===== src/rtl/if_pkg.sv =====
// Shared types for the instruction fetch unit: FSM states, reset PC default
// and the fetch-queue entry layout.
package if_pkg;

   typedef enum logic [1:0] {
      S_IDLE,
      S_REQ,
      S_WAIT,
      S_DRAIN
   } fetch_state_e;

   localparam logic [31:0] IF_RESET_PC = 32'h0000_0000;

   typedef struct packed {
      logic [31:0] pc;
      logic [31:0] inst;
   } fetch_entry_t;

endpackage


===== src/rtl/if_fifo.sv =====
// Fetch queue: power-of-two circular buffer of {pc, inst} entries with a
// synchronous flush that empties it in one cycle.
module if_fifo
   import if_pkg::*;
#(
   parameter int DEPTH = 4
) (
   input  logic                     clk,
   input  logic                     rst_n,
   input  logic                     flush,
   input  logic                     push,
   input  fetch_entry_t             push_entry,
   input  logic                     pop,
   output fetch_entry_t             head_entry,
   output logic                     empty,
   output logic [$clog2(DEPTH):0]   count
);

   localparam int AW = $clog2(DEPTH);
   localparam logic [AW-1:0] PTR_ONE = 1;
   localparam logic [AW:0]   CNT_ONE = 1;

   fetch_entry_t  mem_q [DEPTH];
   logic [AW-1:0] wptr_q, wptr_d, rptr_q, rptr_d;
   logic [AW:0]   count_q, count_d;

   always_comb begin
      wptr_d  = wptr_q;
      rptr_d  = rptr_q;
      count_d = count_q;
      if (flush) begin
         wptr_d  = '0;
         rptr_d  = '0;
         count_d = '0;
      end else begin
         if (push) wptr_d = wptr_q + PTR_ONE;
         if (pop)  rptr_d = rptr_q + PTR_ONE;
         case ({push, pop})
            2'b10:   count_d = count_q + CNT_ONE;
            2'b01:   count_d = count_q - CNT_ONE;
            default: count_d = count_q;
         endcase
      end
   end

   always_ff @(posedge clk) begin
      if (!rst_n) begin
         wptr_q  <= '0;
         rptr_q  <= '0;
         count_q <= '0;
      end else begin
         wptr_q  <= wptr_d;
         rptr_q  <= rptr_d;
         count_q <= count_d;
      end
   end

   // Storage is not reset; occupancy alone decides what is visible.
   always_ff @(posedge clk) begin
      if (push && !flush) mem_q[wptr_q] <= push_entry;
   end

   assign head_entry = mem_q[rptr_q];
   assign empty      = (count_q == '0);
   assign count      = count_q;

endmodule


===== src/rtl/if_fetch_unit.sv =====
// Instruction fetch unit: single-outstanding imem requester feeding a fetch queue.
// Optional macro IF_FETCH_BYPASS_EN forwards a response straight to decode when the queue is empty.
module if_fetch_unit
   import if_pkg::*;
#(
   parameter logic [31:0] RESET_PC = IF_RESET_PC,
   parameter int          QDEPTH   = 4
) (
   input  logic        clk,
   input  logic        rst_n,
   output logic        imem_req,
   output logic [31:0] imem_addr,
   input  logic        imem_gnt,
   input  logic        imem_rvalid,
   input  logic [31:0] imem_rdata,
   input  logic        redirect,
   input  logic [31:0] redirect_pc,
   input  logic        id_ready,
   output logic        id_valid,
   output logic [31:0] id_pc,
   output logic [31:0] id_inst,
   output logic [6:0]  id_opcode,
   output logic [2:0]  id_funct3,
   output logic [6:0]  id_funct7
);

   localparam int CW = $clog2(QDEPTH) + 1;

   fetch_state_e  state_q, state_d;
   logic [31:0]   pc_q, pc_d, req_pc_q, req_pc_d, redirect_tgt;
   logic          drop_q, drop_d;
   logic          fifo_push, fifo_pop, fifo_empty, byp_hit;
   logic [CW-1:0] fifo_count;
   fetch_entry_t  fifo_head, rsp_entry, out_entry;
   int            occ_after;
   logic          unused_bits;

   assign redirect_tgt = {redirect_pc[31:2], 2'b00};
   assign unused_bits  = ^redirect_pc[1:0];
   assign rsp_entry    = '{pc: req_pc_q, inst: imem_rdata};

`ifdef IF_FETCH_BYPASS_EN
   assign byp_hit = (state_q == S_WAIT) && imem_rvalid && fifo_empty && !redirect;
`else
   assign byp_hit = 1'b0;
`endif

   assign fifo_pop  = !fifo_empty && id_ready;
   assign id_valid  = !fifo_empty || byp_hit;
   assign out_entry = byp_hit ? rsp_entry : (fifo_empty ? '0 : fifo_head);
   assign id_pc     = out_entry.pc;
   assign id_inst   = out_entry.inst;
   assign id_opcode = out_entry.inst[6:0];
   assign id_funct3 = out_entry.inst[14:12];
   assign id_funct7 = out_entry.inst[31:25];
   assign imem_req  = (state_q == S_REQ);
   assign imem_addr = req_pc_q;

   // pc_q is the next address to fetch; req_pc_q is the address on the bus or in flight.
   always_comb begin
      state_d   = state_q;
      pc_d      = pc_q;
      req_pc_d  = req_pc_q;
      drop_d    = drop_q;
      fifo_push = 1'b0;
      occ_after = int'(fifo_count) - (fifo_pop ? 1 : 0);
      case (state_q)
         S_IDLE: begin
            if (redirect) begin
               state_d  = S_REQ;
               req_pc_d = redirect_tgt;
            end else if (int'(fifo_count) < QDEPTH) begin
               state_d  = S_REQ;
               req_pc_d = pc_q;
            end
         end
         S_REQ: begin
            if (imem_gnt) begin
               if (redirect || drop_q) begin
                  state_d = S_DRAIN;
                  drop_d  = 1'b0;
               end else begin
                  state_d = S_WAIT;
                  pc_d    = req_pc_q + 32'd4;
               end
            end else if (redirect) begin
               drop_d = 1'b1;
            end
         end
         S_WAIT: begin
            // A redirect meeting the response retires it here, so no drain is needed.
            if (imem_rvalid) begin
               if (redirect) begin
                  state_d  = S_REQ;
                  req_pc_d = redirect_tgt;
               end else begin
                  fifo_push = !(byp_hit && id_ready);
                  occ_after = occ_after + (fifo_push ? 1 : 0);
                  if (occ_after < QDEPTH) begin
                     state_d  = S_REQ;
                     req_pc_d = pc_q;
                  end else begin
                     state_d = S_IDLE;
                  end
               end
            end else if (redirect) begin
               state_d = S_DRAIN;
            end
         end
         S_DRAIN: begin
            if (imem_rvalid) begin
               state_d  = S_REQ;
               req_pc_d = redirect ? redirect_tgt : pc_q;
            end
         end
         default: state_d = S_IDLE;
      endcase
      if (redirect) pc_d = redirect_tgt;
   end

   always_ff @(posedge clk) begin
      if (!rst_n) begin
         state_q  <= S_IDLE;
         pc_q     <= RESET_PC;
         req_pc_q <= RESET_PC;
         drop_q   <= 1'b0;
      end else begin
         state_q  <= state_d;
         pc_q     <= pc_d;
         req_pc_q <= req_pc_d;
         drop_q   <= drop_d;
      end
   end

   if_fifo #(.DEPTH(QDEPTH)) u_fifo (
      .clk        (clk),
      .rst_n      (rst_n),
      .flush      (redirect),
      .push       (fifo_push),
      .push_entry (rsp_entry),
      .pop        (fifo_pop),
      .head_entry (fifo_head),
      .empty      (fifo_empty),
      .count      (fifo_count)
   );

endmodule


===== config.mk =====
export PLATFORM = sky130hd
export DESIGN_NAME = if_fetch_unit
export DESIGN_NICKNAME = d
export VERILOG_FILES = /design/src/rtl/if_pkg.sv /design/src/rtl/if_fifo.sv /design/src/rtl/if_fetch_unit.sv
export SDC_FILE = /design/constraint.sdc
export NUM_CORES = 1
export LEC_CHECK = 0
export ABC_AREA = 1
export CAP_MARGIN = 25
export CORE_ASPECT_RATIO = 0.6
export CORE_MARGIN = 1
export CORE_UTILIZATION = 35
export DETAILED_ROUTE_END_ITERATION = 6
export GPL_ROUTABILITY_DRIVEN = 0
export PLACE_DENSITY_LB_ADDON = 0.3
export SLEW_MARGIN = 10
export SYNTH_ARGS = -nofsm -noshare
export SYNTH_HDL_FRONTEND = slang
export SYNTH_SLANG_ARGS = --single-unit

===== constraint.sdc =====
create_clock -name clk -period 13.1 [get_ports clk]
set_input_delay 3.93 -clock clk [delete_from_list [all_inputs] [get_ports clk]]
set_output_delay 3.93 -clock clk [all_outputs]
set_load 0.01 [all_outputs]

# Yosys cells after proc, flatten, opt, wreduce, memory -nomap -nowiden
# Memory sizes are Yosys's and may differ from the RTL's. A register that Yosys moved wholly into a read port is not among the register bits.
# Index checks and enable logic that the tools add are counted.
# word_totals
word_cells	85
mem_bits_rw	256
n_memories	1
register_bits	74
# classes
reduce_logical	17
add_sub_neg	7
n_mux	35
bitwise_logic	2
n_eq_ne	13
n_lt_le_gt_ge	2
# memory_table
name	words	word_bits	read_ports	rd_ports_with_merged_regs	write_ports	line	text
u_fifo.mem_q	4	64	1	1	1	if_fifo.sv:23	fetch_entry_t mem_q [DEPTH];
# op_table
operator	n
$mux W32	11
$pmux W32 S3	1
$mux W64	1
$add A32 B3 Y32 const B	1
$mux W2	8
$mux W1	12
$ne A3 B3 Y1 const B	3
$reduce_and A3 Y1	3
$pmux W2 S4	1
$eq A2 B2 Y1 const B	3
$ne A2 B2 Y1 const B	3
$pmux W3 S2	1
$reduce_bool A2 Y1	3
$add A4 B2 Y5 const B	1
$lt A5 B4 Y1 const B	1
$reduce_and A5 Y1	1
$add A2 B1 Y2 const B	2
$eq A2 B1 Y1 const B	2
$ne A2 B1 Y1 const B	2
$reduce_and A4 Y1	1
$sub A3 B1 Y4	1
$add A3 B1 Y3 const B	1
$logic_not A3 Y1	1
$lt A3 B3 Y1 const B	1
other kinds (8)	11

# Depth between registers and ports, before layout
# Gate-level depths: netlist (run 1).
# logic_depth
word_depth	11
mapped_depth	14
mapped_depth_nobuf	13

# Cells and area by module
# Synthesis (run 1) repeated with hierarchy kept, for this count alone.
# unflattened
cells_unflattened	1501
hier_area_um2	14590.2
# modules_own_cells
mod	seq_area_each_um2	n_inst	cells_each	area_per_inst_um2
if_fifo	7867.5	1	680	9949.5
if_fetch_unit	1341.3	1	821	4640.7

# Worst setup path after synthesis (run 1)
# No wires, ideal clock.
# synth_timing
kind	input to register
startpoint	in redirect
endpoint	mem u_fifo.mem_q[0][0] in the netlist's numbering, enable pin
stages	4
setup_ns	0.487
required_ns	12.613
t_arrival_ns	7.113
path_buffers	1
setup_slack_ns	5.501
path_cell_list	buf_4 nor2_1 clkinv_1 nor2_1
# synth_via
elab_chain_len	6
word_cells_on_any_way	7
cone_classes	mux: 5; reduce/logical: 2
# synth_rtl
item	line	text
from (decl)	if_fetch_unit.sv:16	input logic redirect,
$mux W1	if_fetch_unit.sv:93	if (redirect) begin
$mux W1	if_fetch_unit.sv:92	if (imem_rvalid) begin
$mux W1	if_fetch_unit.sv:67	case (state_q)
$logic_and A1 B1 Y1 (*)	if_fifo.sv:60	if (push && !flush) mem_q[wptr_q] <= push_entry;
$mux W1 (*)	if_fifo.sv:60	
$mux W1 (implied by the code) (*)	if_fifo.sv:60	
to (decl)	if_fifo.sv:23	
# Mark *: on every way between the ends. The rest lies on a longest branch, timed or not.

==> results of run 1 <==
-- where the power goes --
group,switching (mW),total [mW],internal [mW]
Combinational,0.303,0.500,0.197
Clock,0.388,0.921,0.533
Sequential,0.124,1.36,1.23
Total,0.815,2.78,1.96
-- worst max path at each step --
stage,end,slack [ns],cells past startpoint
after detailed placement,imem_addr[18]$_SDFFE_PN0P_,6.11,11
after CTS,id_pc[9],5.57,5
after global routing,id_pc[7],5.54,6
after global placement,id_pc[9],6.16,5
final,id_pc[9],5.80,6
after floorplan,u_fifo.mem_q[0][0]$_DFFE_PP_,5.50,4
-- logic make-up (layout without fill, tap and decap cells) --
family | count (synthesis) | in the layout | synth area share
fa+ha+maj | 13 | 13 | 0.0119
simple gates | 670 | 670 | 0.183
buf+inv | 151 | 325 | 0.0482
flops | 332 | 332 | 0.646
xor+xnor | 1 | 1 | 0.000614
other cells | 0 | 1 | 0
compound gates | 299 | 299 | 0.110
-- sequential cells by signal, indices dropped and copies added (netlist names), named ones only --
signal         cells
u_fifo.mem_q     256
u_fifo.rptr_q      2
u_fifo.count       3
pc_q              32
drop_q             1
state_q            2
imem_addr         32
u_fifo.wptr_q      2
-- worst max-delay path, cell delays in order (launching register included) --
cell and delay (ns):
dfxtp_4 0.84, clkinv_2 0.43, buf_4 0.32, buf_16 0.24
o21ai_0 0.21, a21oi_1 0.15, clkdlybuf4s50_1 0.55
-- per-stage QoR --
stage          instances  instance area [um2]  hold WS [ns]  setup slack, ns
4_1_cts             2158                17500         0.470             5.57
5_1_grt             2162                17600         0.482             5.54
3_5_place_dp        2097                16500         0.461             6.11
6_report            2163                17600         0.465             5.80
2_1_floorplan       1466                14300         0.441             5.50
3_3_place_gp        2097                16500         0.450             6.16
-- area by class of cell --
class / instances / area, um2 / share of cell area
clock buffers: 52 / 972 / 0.0552
well taps: 522 / 653 / 0.0371
flip-flops and latches: 332 / 9210 / 0.523
inverters: 61 / 233 / 0.0132
multi-input cells: 983 / 4400 / 0.250
repair buffers: 203 / 2050 / 0.117
diodes: 1 / 2.50 / 0.000142
clock inverters: 9 / 75.1 / 0.00426
-- per-layer routing --
metal | track usage | up-vias | share of wire
met1 | 0.262 | 5063 | 0.49
met4 | 0.0443 | 0 | 0.016
met3 | 0.0322 | 58 | 0.063
li1 | - | 5246 | -
met2 | 0.269 | 332 | 0.43
met5 | 0 | - | 0
-- layout by cell type, fill, tap and decap left out, types with 6 or more instances in the layout --
| cell type | instances |
|---|---|
| a21oi_1 | 98 |
| nand3_1 | 30 |
| o21ai_1 | 14 |
| clkinv_2 | 6 |
| inv_1 | 54 |
| dfxtp_1 | 74 |
| nor2_4 | 6 |
| nor2_1 | 383 |
| o21ai_0 | 155 |
| clkbuf_1 | 12 |
| clkdlybuf4s50_1 | 182 |
| ha_1 | 12 |
| nand2_1 | 235 |
| a31oi_1 | 12 |
| edfxtp_1 | 256 |
| buf_4 | 17 |
| o21a_1 | 9 |
| clkbuf_16 | 35 |
==> results.json, run 1 <==
{
  "track_usage": 0.178,
  "synth_area_leaders": "edfxtp_1 (54%), dfxtp_1 (11%), nor2_1 (10%), nand2_1 (6.2%), o21ai_0 (5.4%)",
  "cts.sinks": 332,
  "timing.slew.headroom": 0.310,
  "cp.arrival_ns": 3.37,
  "via_per_inst": 4.95,
  "synth_area_leader_cell": "edfxtp_1",
  "r2r-end": "imem_addr[18]$_SDFFE_PN0P_",
  "h-tree-depth": 2,
  "fp.dieH_um": 158,
  "route.detailed.drc": 0,
  "drive_gt1_frac": 0.0543,
  "final-setup-viol-count": 0,
  "worst-slew-pin-transition_ns": 1.04,
  "ctsResizeCount": 0,
  "cts_tree": "built",
  "drt-total-wl_um": 37500,
  "dp.final_hpwl_um": 22400,
  "gr-total-overflow": 0,
  "fp.coreArea_um2": 39600,
  "post_cts_buffers": 0,
  "fin_crit_sh": 0.557,
  "p_total_mw": 2.78,
  "dr.pass1.iters": 5,
  "numCtsBuffers": 34,
  "ys_seq_elements": 332,
  "ys_types": 38,
  "crit_type": "register to output pin",
  "start_util": 0.360,
  "ioPinCount": 185,
  "cp-start-kind": "register",
  "synth_top_area_frac": 0.539,
  "syn_avg_cell_area_um2": 9.73,
  "maxCapViolCount": 0,
  "n_fill_cell": 3674,
  "die_w_um": 263,
  "grt_max_degree": 113,
  "hp-class": "register to register",
  "setup_tns_ns": 0,
  "fin_nets": 1698,
  "hold_viol": 0,
  "ys_seq_area_frac": 0.646,
  "cts_hold_buf": 0,
  "min_to": "pc_q[0]$_SDFFE_PP0P_",
  "yosysWarnings": 0,
  "r2r_setup_slack_ns": 9.95,
  "timing.hold.worst.start": "pc_q[0]$_SDFFE_PP0P_",
  "fmax_mhz": 137,
  "rr_startpoint": "u_fifo.count[2]$_SDFFE_PP0P_",
  "syn_area_um2": 14300,
  "required_ns": 9.17,
  "wl_per_cell_um": 17.4,
  "yosys-top-cells-count": "nor2_1 (388), edfxtp_1 (256), nand2_1 (235)",
  "synthArstFlopShare": 0,
  "powerDensity_nw_per_um2": 158,
  "cts_max_path_buffers": 3,
  "rows": 56,
  "area_growth_pct": 23.4,
  "finClkSkew_ns": 0.0167,
  "min_path_cells": 2,
  "ys.flop_type": "edfxtp_1",
  "grt_pass1_wl_um": 56900,
  "fin_util": 0.445,
  "cts-root-buf": "clkbuf_16",
  "via_count": 10700,
  "grt_pass1_vias": 9810,
  "status": "finished, final reports clean",
  "antenna_found_initial": 0,
  "synth_cells": 1466,
  "endpoint_kind": "output pin",
  "rr_worst_depth": 12,
  "dr.first_iter.drc_count": 782,
  "clk_pin_slew_worst_paths_ns": 0.06,
  "synth_edf_count": 256,
  "vdd_drop_max_mv": 0.102,
  "worstPathMaxFanout": 96,
  "min_period_ns": 7.30,
  "ant_nets": 0,
  "synthesis.nets": 1549,
  "timing.final.max_slew_violations": 0,
  "die_area_um2": 41600,
  "p_leak_nw": 6.16,
  "port_buffers": 182,
  "yosys.cell_count.top_type": "nor2_1",
  "rsz0062_at_grt": "false",
  "clk_latency_ns": 0.53
}
No activity file was read; power rests on OpenSTA's default activity.
==> run 2, diff against run 1 <==
clock period = 7.4 ns   (was 13.1 ns; I/O delays follow)
==> results.json, run 2 (same netlist as run 1, synthesis figures left out) <==
{
  "place_ws_ns": 2.11,
  "route.detailed.drc": 0,
  "grt_max_degree": 111,
  "fp.coreArea_um2": 39600,
  "r2r-end": "imem_addr[7]$_SDFFE_PN0P_",
  "gr-total-overflow": 0,
  "r2r_setup_slack_ns": 4.27,
  "endpoint_kind": "output pin",
  "worst_slack_ns": 1.84,
  "start_util": 0.360,
  "cts_tree": "built",
  "cts.sinks": 332,
  "numCtsBuffers": 34,
  "grt_pass1_vias": 10000,
  "timing.slew.headroom": 0.288,
  "ctsResizeCount": 0,
  "via_count": 10700,
  "rr_worst_depth": 12,
  "area_growth_pct": 23.7,
  "fin_crit_sh": 0.751,
  "dr.pass1.iters": 5,
  "dr.first_iter.drc_count": 1049,
  "hold_viol": 0,
  "rr_startpoint": "u_fifo.count[2]$_SDFFE_PP0P_",
  "timing.final.max_slew_violations": 0,
  "crit_type": "register to output pin",
  "h-tree-depth": 2,
  "vdd_drop_max_mv": 0.226,
  "final_cell_mix": "nor2_1 (383), edfxtp_1 (256), nand2_1 (235)",
  "antenna_found_initial": 1,
  "final_common_cell": "nor2_1",
  "p_sw_frac": 0.292,
  "fin_nets": 1700,
  "port_buffers": 182,
  "placed_area_um2": 16500,
  "worstPathMaxFanout": 68,
  "power_switching_mw": 1.45,
  "rows": 56,
  "drt-total-wl_um": 38100,
  "largest_reg_flops": 256,
  "dp.final_hpwl_um": 23300,
  "crit_path_end": "id_pc[14]",
  "drive_gt1_frac": 0.0536,
  "final_cells": 2164,
  "regMostFlops": "u_fifo.mem_q",
  "die_w_um": 263,
  "setup_tns_ns": 0,
  "pwr-share-seq": 0.483,
  "fp.dieH_um": 158,
  "cts_hold_buf": 0,
  "fin_util": 0.446,
  "p_comb_frac": 0.178,
  "cts-root-buf": "clkbuf_16",
  "die_area_um2": 41600,
  "clk_pin_slew_worst_paths_ns": 0.06,
  "wl_per_cell_um": 17.6,
  "p_leak_nw": 6.18,
  "clkPwrFrac": 0.339,
  "p_total_mw": 4.97,
  "finClkSkew_ns": 0.0284,
  "ioPinCount": 185,
  "cp.arrival_ns": 3.34,
  "design_area_um2": 17600,
  "cellInternalPower_mw": 3.51,
  "maxCapViolCount": 0,
  "track_usage": 0.183,
  "required_ns": 5.18,
  "fmax_mhz": 180,
  "cts_max_path_buffers": 3,
  "worst-slew-pin-transition_ns": 1.07,
  "cp-start-kind": "register",
  "rsz0062_at_grt": "false",
  "placed_cells": 2099,
  "via_per_inst": 4.96,
  "status": "finished, final reports clean",
  "holdWs_ns": 0.464,
  "grt_pass1_wl_um": 58700,
  "hp-class": "register to register",
  "powerDensity_nw_per_um2": 281,
  "ant_nets": 0,
  "min_period_ns": 5.56,
  "final-setup-viol-count": 0,
  "post_cts_buffers": 0,
  "clk_latency_ns": 0.52
}
-- run 2: cell types whose count changed in the layout (fill, tap and decap cells not counted) --
cell / before / now
clkinv_1: 3 / 7
buf_12: 1 / 4
buf_16: 3 / 1
bufinv_16: 1 / 3
clkbuf_1: 12 / 10
clkbuf_2: 2 / 0
clkbuf_8: 3 / 1
clkinv_2: 6 / 4
clkinv_4: 0 / 2
buf_4: 17 / 18
clkinvlp_4: 1 / 0
-- run 2: layout make-up --
class	count	area [um2]
Multi-Input combinational cell	983	4400
Sequential cell	332	9210
Clock inverter	14	150
Antenna cell	1	2.50
Tap cell	522	653
Fill cell	3681	21900
Inverter	61	233
Timing Repair Buffer	205	2060
Clock buffer	46	927
-- run 2: layer usage --
metal / global-route usage / wire length [um] / vias to the layer above
li1: - / - / 5247
met1: 0.275 / 18600 / 5101
met2: 0.275 / 16500 / 341
met3: 0.0336 / 2580 / 41
met4: 0.0378 / 483 / 0
met5: 0 / 0 / -
-- run 2: worst min path at each step --
stage / startpoint / to / slack (ns) / cells past startpoint
2_1_floorplan: pc_q[0]$_SDFFE_PP0P_ / pc_q[0]$_SDFFE_PP0P_ / 0.44 / 2
3_3_place_gp: pc_q[0]$_SDFFE_PP0P_ / pc_q[0]$_SDFFE_PP0P_ / 0.45 / 2
3_5_place_dp: pc_q[0]$_SDFFE_PP0P_ / pc_q[0]$_SDFFE_PP0P_ / 0.46 / 2
4_1_cts: pc_q[0]$_SDFFE_PP0P_ / pc_q[0]$_SDFFE_PP0P_ / 0.46 / 2
5_1_grt: pc_q[0]$_SDFFE_PP0P_ / pc_q[0]$_SDFFE_PP0P_ / 0.47 / 2
6_report: pc_q[0]$_SDFFE_PP0P_ / pc_q[0]$_SDFFE_PP0P_ / 0.46 / 2
-- run 2: critical path: stages (launching register included) --
cell and delay, ns:
dfxtp_4 0.79, buf_4 0.73, nor2_1 0.11, nor2_1 0.11, o21ai_0 0.09, a21oi_1 0.27, clkdlybuf4s50_1 0.60
-- run 2: power by group through the flow --
stage,clock network [mW],registers [mW],logic (mW)
floorplan,0,2.36,0.520
global placement,0,2.43,0.865
detailed placement,0,2.44,0.879
CTS,1.73,2.40,0.884
global route,1.81,2.42,0.986
finish,1.68,2.40,0.884
